## config.mk

```make
export PLATFORM = sky130hd
export DESIGN_NAME = sap_sequencer
export DESIGN_NICKNAME = d
export VERILOG_FILES = /design/src/rtl/sap_pkg.sv /design/src/rtl/sap_alu.sv /design/src/rtl/sap_sequencer.sv
export SDC_FILE = /design/constraint.sdc
export NUM_CORES = 1
export LEC_CHECK = 0
export ABC_AREA = 1
export BUFFER_PORTS_ARGS = -buffer_cell sky130_fd_sc_hd__buf_2
export CAP_MARGIN = 20
export CORE_UTILIZATION = 43
export CTS_BUF_LIST = sky130_fd_sc_hd__clkbuf_2 sky130_fd_sc_hd__clkbuf_4 sky130_fd_sc_hd__clkbuf_8
export DETAILED_ROUTE_END_ITERATION = 7
export GPL_ROUTABILITY_DRIVEN = 1
export RECOVER_POWER = 50
export SYNTH_ARGS = -nofsm -noshare
export SYNTH_HDL_FRONTEND = slang
export SYNTH_SLANG_ARGS = --single-unit
```

## constraint.sdc

```tcl
create_clock -name clk -period 3.3 [get_ports clk]
set_clock_uncertainty 0.05 [all_clocks]
set_input_delay 0.99 -clock clk [delete_from_list [all_inputs] [get_ports clk]]
set_output_delay 0.99 -clock clk [all_outputs]
set_load 0.03 [all_outputs]
```

## src/rtl/sap_pkg.sv

```systemverilog
// Shared constants, opcodes and FSM state type for the SAP sequencer.
package sap_pkg;

    localparam int unsigned DEF_ADDR_W = 4;
    localparam int unsigned DEF_DATA_W = 8;

    localparam logic [3:0] OP_LDA = 4'h0;
    localparam logic [3:0] OP_ADD = 4'h1;
    localparam logic [3:0] OP_SUB = 4'h2;
    localparam logic [3:0] OP_OUT = 4'hE;
    localparam logic [3:0] OP_HLT = 4'hF;

    typedef enum logic [2:0] {
        S_T1,
        S_T2,
        S_T3,
        S_T4,
        S_T5,
        S_T6,
        S_HALT
    } state_e;

endpackage

```

## src/rtl/sap_alu.sv

```systemverilog
// Combinational add/subtract unit: result, carry (add) or borrow (sub), zero.
module sap_alu
    import sap_pkg::*;
#(
    parameter int unsigned DATA_W = DEF_DATA_W
) (
    input  logic [DATA_W-1:0] a,
    input  logic [DATA_W-1:0] b,
    input  logic              sub,
    output logic [DATA_W-1:0] result,
    output logic              carry,
    output logic              zero
);

    logic [DATA_W:0] wide;

    // One extra bit holds the add carry-out, or the borrow when subtracting.
    always_comb begin
        if (sub) begin
            wide = {1'b0, a} - {1'b0, b};
        end else begin
            wide = {1'b0, a} + {1'b0, b};
        end
        result = wide[DATA_W-1:0];
        carry  = wide[DATA_W];
        zero   = (wide[DATA_W-1:0] == '0);
    end

endmodule

```

## src/rtl/sap_sequencer.sv

```systemverilog
// Fetch/decode/execute controller: six-state ring per instruction plus HALT.
module sap_sequencer
    import sap_pkg::*;
#(
    parameter int unsigned ADDR_W = DEF_ADDR_W,
    parameter int unsigned DATA_W = DEF_DATA_W
) (
    input  logic              clk,
    input  logic              rst_n,
    input  logic              run,
    output logic [ADDR_W-1:0] mem_addr,
    input  logic [DATA_W-1:0] mem_data,
    output logic [DATA_W-1:0] out_data,
    output logic              out_valid,
    output logic [DATA_W-1:0] acc,
    output logic              carry,
    output logic              zero,
    output logic              halted,
    output logic [ADDR_W-1:0] pc
);

    localparam int unsigned OP_W = DATA_W - ADDR_W;

    state_e            state_q, state_d;
    logic [ADDR_W-1:0] pc_q, pc_d;
    logic [ADDR_W-1:0] mar_q, mar_d;
    logic [DATA_W-1:0] ir_q, ir_d;
    logic [DATA_W-1:0] a_q, a_d;
    logic [DATA_W-1:0] b_q, b_d;
    logic [DATA_W-1:0] out_q, out_d;
    logic              out_valid_q, out_valid_d;
    logic              carry_q, carry_d;
    logic              zero_q, zero_d;

    logic [OP_W-1:0]   opcode;
    logic              is_lda, is_add, is_sub, is_out, is_hlt, is_alu;
    logic [DATA_W-1:0] alu_result;
    logic              alu_carry, alu_zero;

    assign opcode = ir_q[DATA_W-1:ADDR_W];
    assign is_lda = (opcode == OP_W'(OP_LDA));
    assign is_add = (opcode == OP_W'(OP_ADD));
    assign is_sub = (opcode == OP_W'(OP_SUB));
    assign is_out = (opcode == OP_W'(OP_OUT));
    assign is_hlt = (opcode == OP_W'(OP_HLT));
    assign is_alu = is_add | is_sub;

    sap_alu #(
        .DATA_W(DATA_W)
    ) u_alu (
        .a     (a_q),
        .b     (b_q),
        .sub   (is_sub),
        .result(alu_result),
        .carry (alu_carry),
        .zero  (alu_zero)
    );

    // Next-state and register updates; everything holds unless run is high and not halted.
    always_comb begin
        state_d     = state_q;
        pc_d        = pc_q;
        mar_d       = mar_q;
        ir_d        = ir_q;
        a_d         = a_q;
        b_d         = b_q;
        out_d       = out_q;
        carry_d     = carry_q;
        zero_d      = zero_q;
        out_valid_d = 1'b0;

        if (run && state_q != S_HALT) begin
            case (state_q)
                S_T1: begin
                    mar_d   = pc_q;
                    state_d = S_T2;
                end
                S_T2: begin
                    pc_d    = pc_q + ADDR_W'(1);
                    state_d = S_T3;
                end
                S_T3: begin
                    ir_d    = mem_data;
                    state_d = S_T4;
                end
                S_T4: begin
                    if (is_hlt) begin
                        state_d = S_HALT;
                    end else begin
                        state_d = S_T5;
                        if (is_lda || is_alu) begin
                            mar_d = ir_q[ADDR_W-1:0];
                        end
                        if (is_out) begin
                            out_d       = a_q;
                            out_valid_d = 1'b1;
                        end
                    end
                end
                S_T5: begin
                    state_d = S_T6;
                    if (is_lda) begin
                        a_d = mem_data;
                    end
                    if (is_alu) begin
                        b_d = mem_data;
                    end
                end
                S_T6: begin
                    state_d = S_T1;
                    if (is_alu) begin
                        a_d     = alu_result;
                        carry_d = alu_carry;
                        zero_d  = alu_zero;
                    end
                end
                default: state_d = S_T1;
            endcase
        end
    end

    // State and architectural registers with synchronous active-low reset.
    always_ff @(posedge clk) begin
        if (!rst_n) begin
            state_q     <= S_T1;
            pc_q        <= '0;
            mar_q       <= '0;
            ir_q        <= '0;
            a_q         <= '0;
            b_q         <= '0;
            out_q       <= '0;
            out_valid_q <= 1'b0;
            carry_q     <= 1'b0;
            zero_q      <= 1'b0;
        end else begin
            state_q     <= state_d;
            pc_q        <= pc_d;
            mar_q       <= mar_d;
            ir_q        <= ir_d;
            a_q         <= a_d;
            b_q         <= b_d;
            out_q       <= out_d;
            out_valid_q <= out_valid_d;
            carry_q     <= carry_d;
            zero_q      <= zero_d;
        end
    end

    assign mem_addr  = mar_q;
    assign out_data  = out_q;
    assign out_valid = out_valid_q;
    assign acc       = a_q;
    assign carry     = carry_q;
    assign zero      = zero_q;
    assign halted    = (state_q == S_HALT);
    assign pc        = pc_q;

endmodule
```

# == Yosys cells after proc, flatten, opt, wreduce, memory -nomap -nowiden ==
# Cells that the tools add are included.
# word_totals
elab_cells,58
reg_bits,46
in_bits,11
# op_classes
eq_ne,15
n_addsub,3
reduce_logical,15
muxes,10
bitwise,5
# op_table
op,n
$mux 8,2
$pmux 8 s2,1
$pmux 3 s5,1
$reduce_and 4->1,3
$add 8x8->9,1
$eq 3x3->1 const B,3
$mux 9,1
$sub 8x8->9,1
$eq 4x4->1 const B,2
$logic_not 8->1,1
$mux 4,2
$ne 2x2->1 const B,4
$pmux 4 s2,1
$eq 3x2->1 const B,2
$reduce_and 3->1,2
$add 4x1->4 const B,1
$eq 4x1->1 const B,1
$eq 4x2->1 const B,1
$logic_not 4->1,1
$not 1->1,4
$reduce_and 2->1,2
$reduce_bool 2->1,2
$reduce_or 4->1,1
$eq 3x1->1 const B,1
other kinds (7),7

# == Logic depth before layout (Yosys ltp) ==
# Gate-level depths: netlist of run 1.
# logic_depth
depth_word,6
ltp_mapped,18
depth_no_buf,18

# == By module ==
# A second synthesis of run 1 with hierarchy kept.
# unflattened
hier_cells,422
area_unflattened_um2,2758.9
# by_module_without_submodules
module,seq_area_each_um2,area_per_inst_um2,cells_per_inst,instances
sap_sequencer,920.9,2058.2,292,1
sap_alu,0.0,700.7,130,1

# == Worst setup path before layout of run 1 ==
# Ideal clock, no wire load.
# synth_timing
path_kind,register to register
from,register ir_q[4]
to,register carry_q (netlist: carry)
arrival_ps,2074
path_slack_ps,1120
period_less_slack_ps,2180
path_stages_with_launch,16
path_cell_list,dfxtp_1 -> inv_1 -> nand3_2 -> inv_1 -> or2_2 -> xor2_1 -> inv_1 -> ha_1 -> a21oi_1 -> o21a_1 -> nand2_1 -> nand2_1 -> inv_1 -> o21ai_0 -> nand2_1 -> inv_1
# synth_between
elab_chain_cells,3
# synth_lines
item,line_no,rtl
from (decl),sap_sequencer.sv:27,"logic [DATA_W-1:0] ir_q, ir_d;"
from (signal assigned),sap_sequencer.sv:139,ir_q <= ir_d;
$eq 4x1->1 / $eq 4x2->1 (equally long branches),"sap_sequencer.sv:42, sap_sequencer.sv:43",
$or 1x1->1,sap_sequencer.sv:46,assign is_alu = is_add | is_sub;
$reduce_and 3->1 (no line),-,
to (signal assigned),sap_sequencer.sv:144,carry_q <= carry_d;
to (decl),sap_sequencer.sv:32,"logic carry_q, carry_d;"
# Several ways; a longest one is shown, not always the timed one.
# A chain may end at the register's enable or synchronous reset.

# == Worst setup path in the final report of run 1 ==
# layout_timing
from,input rst_n
to,register out_valid_q (netlist: out_valid)
# layout_between
elab_chain_cells,2
# layout_lines
item,line_no,rtl
from (decl),sap_sequencer.sv:9,"input logic rst_n,"
$not 1->1 (no line),-,
$reduce_or 4->1 (no line),-,
to (signal assigned),sap_sequencer.sv:143,out_valid_q <= out_valid_d;
to (decl),sap_sequencer.sv:31,"logic out_valid_q, out_valid_d;"
# Every way passes these cells.

==> results of run 1 <==
## registers in the layout, indices dropped and copies added (netlist names)
name / cells
acc: 8
b_q: 8
carry: 1
ir_q: 8
mem_addr: 4
out_data: 8
out_valid: 1
pc: 4
state_q: 3
zero: 1
## worst max path at each step
stage	endpoint	startpoint	cells past startpoint
2_1_floorplan	carry	ir_q[4]	15
3_3_place_gp	zero	ir_q[4]	14
3_5_place_dp	carry	ir_q[4]	15
4_1_cts	carry	ir_q[4]	15
5_1_grt	out_valid	rst_n	3
6_report	out_valid	rst_n	3
## cell families (layout without fill, tap and decap cells)
| family | count (synthesis) | count (layout) | synth area share [%] |
|---|---|---|---|
| flip-flops | 46 | 46 | 36.5 |
| buffers and inverters | 62 | 101 | 9.98 |
| adder cells (fa/ha/maj) | 11 | 11 | 5.76 |
| XOR/XNOR | 8 | 8 | 2.78 |
| AND/OR/NAND/NOR | 140 | 140 | 24.8 |
| AO/OA/AOI/OAI | 96 | 96 | 20.1 |
## power groups by stage
stage	logic, mW	registers [mW]	clock network, mW
2_1_floorplan	0.0638	0.603	0
4_1_cts	0.109	0.578	0.388
3_5_place_dp	0.109	0.591	0
6_report	0.108	0.578	0.377
3_3_place_gp	0.108	0.591	0
5_1_grt	0.121	0.580	0.416
## stage by stage
stage,std cells,hold slack (ps)
3_5_place_dp,466,385
5_1_grt,474,436
4_1_cts,474,399
6_report,474,396
3_3_place_gp,466,384
2_1_floorplan,363,375
## metal layers
metal / routed length, um / track usage [%] / vias up
met1: 3080 / 29.1 / 1052
met2: 2620 / 32.4 / 54
met5: 0 / 0 / -
met3: 302 / 4.07 / 8
li1: - / - / 1263
met4: 63 / 6.48 / 0
## cell type report
cell class / instances / area, sq um / share of cell area (%)
Clock buffer: 7 / 90.1 / 3.17
Clock inverter: 1 / 8.76 / 0.309
Multi-Input combinational cell: 255 / 1350 / 47.5
Inverter: 55 / 209 / 7.36
Tap cell: 72 / 90.1 / 3.17
Timing Repair Buffer: 38 / 173 / 6.08
Sequential cell: 46 / 921 / 32.4
## critical path, stage by stage
cell      delay [ps]
clkbuf_1        1090
inv_1            370
nor3_1           280
## synthesized netlist by cell type, drive strengths merged
cell type  count  area [sq um]
nand3b         2          15.0
nor2          40           175
or2            2          12.5
clkbuf         3          11.3
o21ai         49           257
o211ai         2          15.0
xnor2          2          17.5
a21oi         40           200
dfxtp         46           921
a31oi          2          12.5
o21a           2          15.0
inv           55           209
nand3         17          95.1
ha            10           125
buf            4          31.3
nor3           5          30.0
fa             1          20.0
nand4          3          18.8
a211oi         1          7.51
nor4           2          12.5
nand2         69           267
xor2           6          52.6
==> metrics.md, run 1 <==
| Metric | Value |
|---|---|
| Post-DP Area | `0.00276 sq mm` |
| Worst-margin pin slew | `1530 ps` |
| Final min period | `2570 ps` |
| Mapped Nets | `385` |
| Boundary Pins | `39` |
| Status | `complete, but fails checks` |
| Final period util | `77.7%` |
| Fin Setup TNS | `0 ps` |
| Worst-path clk slew | `90 ps` |
| Clk_lat worst skew | `300 ps` |
| Gp weighted congestion | `0.902` |
| Vias in the first global route | `2120` |
| Internal Power | `0.782 mW` |
| IO buf count | `38` |
| First-pass GRT wire length | `10.1 mm` |
| H-tree levels | `2` |
| Pre-CTS WS | `861 ps` |
| Clk pwr share | `35.5%` |
| Worst-path fanout max | `41` |
| Post-Route Utilization | `50.9%` |
| DRC | `0` |
| Nature of the critical path startpoint | `primary input` |
| Synth Cell Area | `0.00252 sq mm` |
| Die width | `78.6 um` |
| Hold WC Path Type | `register to register` |
| DR vias/cell | `5.01` |
| # fillers | `612` |
| Synth Area per Inst | `6.94 sq um` |
| Worst slew margin | `-1.95%` |
| FF-to-FF End | `carry` |
| TritonCTS clock tree | `built` |
| CTS Hold Bufs | `0` |
| Clk buf depth | `2` |
| Hold EP | `mem_addr[3]` |
| Antenna-violating nets left | `0` |
| Die H | `78.6 um` |
| Critical path capture point type | `register` |
| Comb pwr share | `10.2%` |
| Max-slew violations | `42` |
| DR WL/cell | `12.8 um` |
| Share of cells above drive strength 1 | `12.4%` |
| ANT cells | `0` |
| Most frequent cells in the layout | `nand2_1, inv_1, dfxtp_1` |
| Synthesized flop and latch total | `46` |
| First DRT Iteration DRCs | `166` |
| Reg power frac | `54.3%` |
| Total Nets Final | `423` |
| FF-to-FF path depth | `15` |
| Commonest non-fill, non-tap cell in the layout | `nand2_1` |
| Layout area overhead | `12.7%` |
| Sequential share of the synthesized area | `36.5%` |
| WS Path Type | `primary input to register` |
| Final Hold Fails | `0` |
| # clock sinks | `46` |
| Max VDD drop | `0.000261 V` |
| Pwr dens | `374 mW/mm^2` |
| Total power | `1.06 mW` |
| Core Rows | `27` |
| Final WL | `6.06 mm` |
| Fmax | `0.390 GHz` |
| Gr usage total | `21.0%` |
| Clk root buf | `clkbuf_8` |
| Vias | `2377` |
| Worst path required time | `3470 ps` |
| Hold Crit Start | `mem_addr[3]` |
| Critical Path AT | `2730 ps` |
| RSZ-0062 raised after global routing | `no` |
| Pre-Repair DR Iteration Count | `6` |
| Final WS setup | `735 ps` |
| Synth Warn # | `0` |
| Failing checks | `capacitance limit, slew limit` |
| Mapped Cells | `363` |
| Post-CTS Setup Bufs | `0` |
| Maxcap violations | `1` |
| Library cells used by synthesis | `33` |
| Largest net degree at the start of global routing | `42` |
| Hold path depth | `2` |
| Worst reg2reg startpoint | `ir_q[4]` |
| Initial antenna violation count | `0` |
| Reg2Reg Setup Slack | `820 ps` |
| Starting Density | `45.2%` |
| Final Setup Violations | `0` |
| Leak pwr | `1.26 nW` |
| Sw power | `0.281 mW` |
| Cell area after layout | `0.00284 sq mm` |
| Sw frac | `26.4%` |
| Post-detail-place hpwl | `4.73 mm` |
| Post-CTS resize count | `0` |
| Core Area | `0.00557 sq mm` |
| Die ar. | `0.00617 sq mm` |
| Inserted Clock Buffers | `5` |
| Total grt overflow | `0` |
Note: power is estimated with default switching activity, not from simulation.
==> inputs of run 2 (changes only) <==
Clock period 3.3 ns to 2.5 ns, I/O delays scaled along.
==> metrics.md, run 2 (synthesis results as in run 1) <==
| Metric | Value |
|---|---|
| Status | `complete, no violations (was complete, but fails checks)` |
| Fmax | `0.439 GHz` |
| Sw power | `0.391 mW (was 0.281 mW)` |
| Total power | `1.48 mW (was 1.06 mW)` |
| IO buf count | `38 (unchanged)` |
| Gp weighted congestion | `0.881 (was 0.902)` |
| Sw frac | `26.3% (was 26.4%)` |
| First DRT Iteration DRCs | `132 (was 166)` |
| Max VDD drop | `0.000306 V (was 0.000261 V)` |
| Nature of the critical path startpoint | `register (was primary input)` |
| Final min period | `2280 ps` |
| Reg2Reg Setup Slack | `220 ps (was 820 ps)` |
| Worst-path fanout max | `8 (was 41)` |
| Final WL | `6.15 mm (was 6.06 mm)` |
| DRC | `0 (unchanged)` |
| Worst slew margin | `28.3% (was -1.95%)` |
| DR WL/cell | `12.9 um (was 12.8 um)` |
| Initial antenna violation count | `0 (unchanged)` |
| First-pass GRT wire length | `10.3 mm (was 10.1 mm)` |
| Maxcap violations | `0 (was 1)` |
| Fin Setup TNS | `0 ps (unchanged)` |
| Antenna-violating nets left | `0 (unchanged)` |
| Hold EP | `mem_addr[1] (was mem_addr[3])` |
| Critical Path AT | `2470 ps (was 2730 ps)` |
| Total Nets Final | `425 (was 423)` |
| Die width | `78.6 um (unchanged)` |
| Pwr dens | `515 mW/mm^2 (was 374 mW/mm^2)` |
| Max-slew violations | `0 (was 42)` |
| Final Hold Fails | `0 (unchanged)` |
| CTS Hold Bufs | `0 (unchanged)` |
| Layout area overhead | `14.3% (was 12.7%)` |
| Clk_lat worst skew | `310 ps (was 300 ps)` |
| Total grt overflow | `0 (unchanged)` |
| Core Rows | `27 (unchanged)` |
| Inserted Clock Buffers | `5 (unchanged)` |
| Hold WC Path Type | `register to register (unchanged)` |
| Vias in the first global route | `2124 (was 2120)` |
| Worst-margin pin slew | `1070 ps (was 1530 ps)` |
| Vias | `2358 (was 2377)` |
| Clk root buf | `clkbuf_8 (unchanged)` |
| ANT cells | `0 (unchanged)` |
| Die ar. | `0.00617 sq mm (unchanged)` |
| Internal Power | `1.09 mW (was 0.782 mW)` |
| H-tree levels | `2 (unchanged)` |
| Most frequent cells in the layout | `nand2_1, inv_1, dfxtp_1 (unchanged)` |
| Hold path depth | `2 (unchanged)` |
| Boundary Pins | `39 (unchanged)` |
| Post-CTS Setup Bufs | `0 (unchanged)` |
| Gr usage total | `21.4% (was 21.0%)` |
| WS Path Type | `register to register (was primary input to register)` |
| RSZ-0062 raised after global routing | `no (unchanged)` |
| Largest net degree at the start of global routing | `31 (was 42)` |
| Clk pwr share | `38.9% (was 35.5%)` |
| TritonCTS clock tree | `built (unchanged)` |
| FF-to-FF path depth | `17 (was 15)` |
| Worst reg2reg startpoint | `ir_q[7] (was ir_q[4])` |
| Commonest non-fill, non-tap cell in the layout | `nand2_1 (unchanged)` |
| Starting Density | `45.2% (unchanged)` |
| Final period util | `91.0%` |
| FF-to-FF End | `zero (was carry)` |
| Clk buf depth | `2 (unchanged)` |
| Share of cells above drive strength 1 | `13.4% (was 12.4%)` |
| Core Area | `0.00557 sq mm (unchanged)` |
| Critical path capture point type | `register (unchanged)` |
| Hold Crit Start | `mem_addr[1] (was mem_addr[3])` |
| Comb pwr share | `9.6% (was 10.2%)` |
| DR vias/cell | `4.95 (was 5.01)` |
| Die H | `78.6 um (unchanged)` |
| Worst-path clk slew | `90 ps (about the same)` |
| Leak pwr | `1.25 nW (was 1.26 nW)` |
| Post-detail-place hpwl | `4.74 mm (was 4.73 mm)` |
| Final Setup Violations | `0 (unchanged)` |
| Worst path required time | `2690 ps (was 3470 ps)` |
| Pre-Repair DR Iteration Count | `4 (was 6)` |
| Reg power frac | `51.4% (was 54.3%)` |
| # clock sinks | `46 (unchanged)` |
| # fillers | `634 (was 612)` |
[run 2: worst max-delay path by stage]
| stage | startpoint | to |
|---|---|---|
| 2_1_floorplan | ir_q[4] | carry |
| 3_3_place_gp | b_q[0] | zero |
| 3_5_place_dp | b_q[0] | zero |
| 4_1_cts | b_q[0] | zero |
| 5_1_grt | b_q[0] | zero |
| 6_report | ir_q[7] | zero |
[run 2: final cells by class]
class,count,area [sq um],share of cell area (%)
sequential,46,923,32.1
clock inverter,3,43.8,1.52
tap,72,90.1,3.13
multi-input combinational,255,1370,47.4
inverter,55,208,7.21
clock buffer,5,68.8,2.39
timing repair buffer,40,180,6.26
[run 2: stage by stage]
stage	instance area, sq um	hold slack [ps]	instances	utilization [%]	worst slack [ps]
after global placement	2770	381	468	49.7	93.1
after detailed placement	2770	386	468	49.7	49.3
after CTS	2890	400	476	51.8	12.2
final	2880	399	476	51.7	224
after floorplan	2520	375	363	-	320
after global routing	2880	419	476	51.7	5.28
[run 2: power by group through the flow]
stage / sequential (mW) / combinational, mW / clock (mW)
after floorplan: 0.795 / 0.0842 / 0
after global placement: 0.780 / 0.144 / 0
after detailed placement: 0.780 / 0.144 / 0
after CTS: 0.763 / 0.145 / 0.591
after global routing: 0.767 / 0.161 / 0.615
final: 0.763 / 0.143 / 0.578
[run 2: worst max-delay path, cell delays in order, from the launching register on]
cell and delay, ps:
dfxtp_1 380, nor2_4 60, nand3_4 110, inv_1 70, or2_2 300, xor2_1 120
inv_1 80, ha_4 290, nand2_1 70, inv_1 80, nand2_1 70, nand3_1 90
nand2_1 70, nand2_1 60, nand2_1 50, nor2_1 70, nand2_1 50, a21oi_1 120
[run 2: layer usage]
layer	share of wire, %	GRT usage, %
met4	1.1	6.67
met5	0	0
met1	51	30.1
met2	43	33.3
met3	4.2	3.02
[run 2: repair_timing]
item | CTS | global route
gates resized for setup | 0 | 16
endpoints found under the hold margin | 0 | 0
endpoints found under the setup margin | 0 | 6
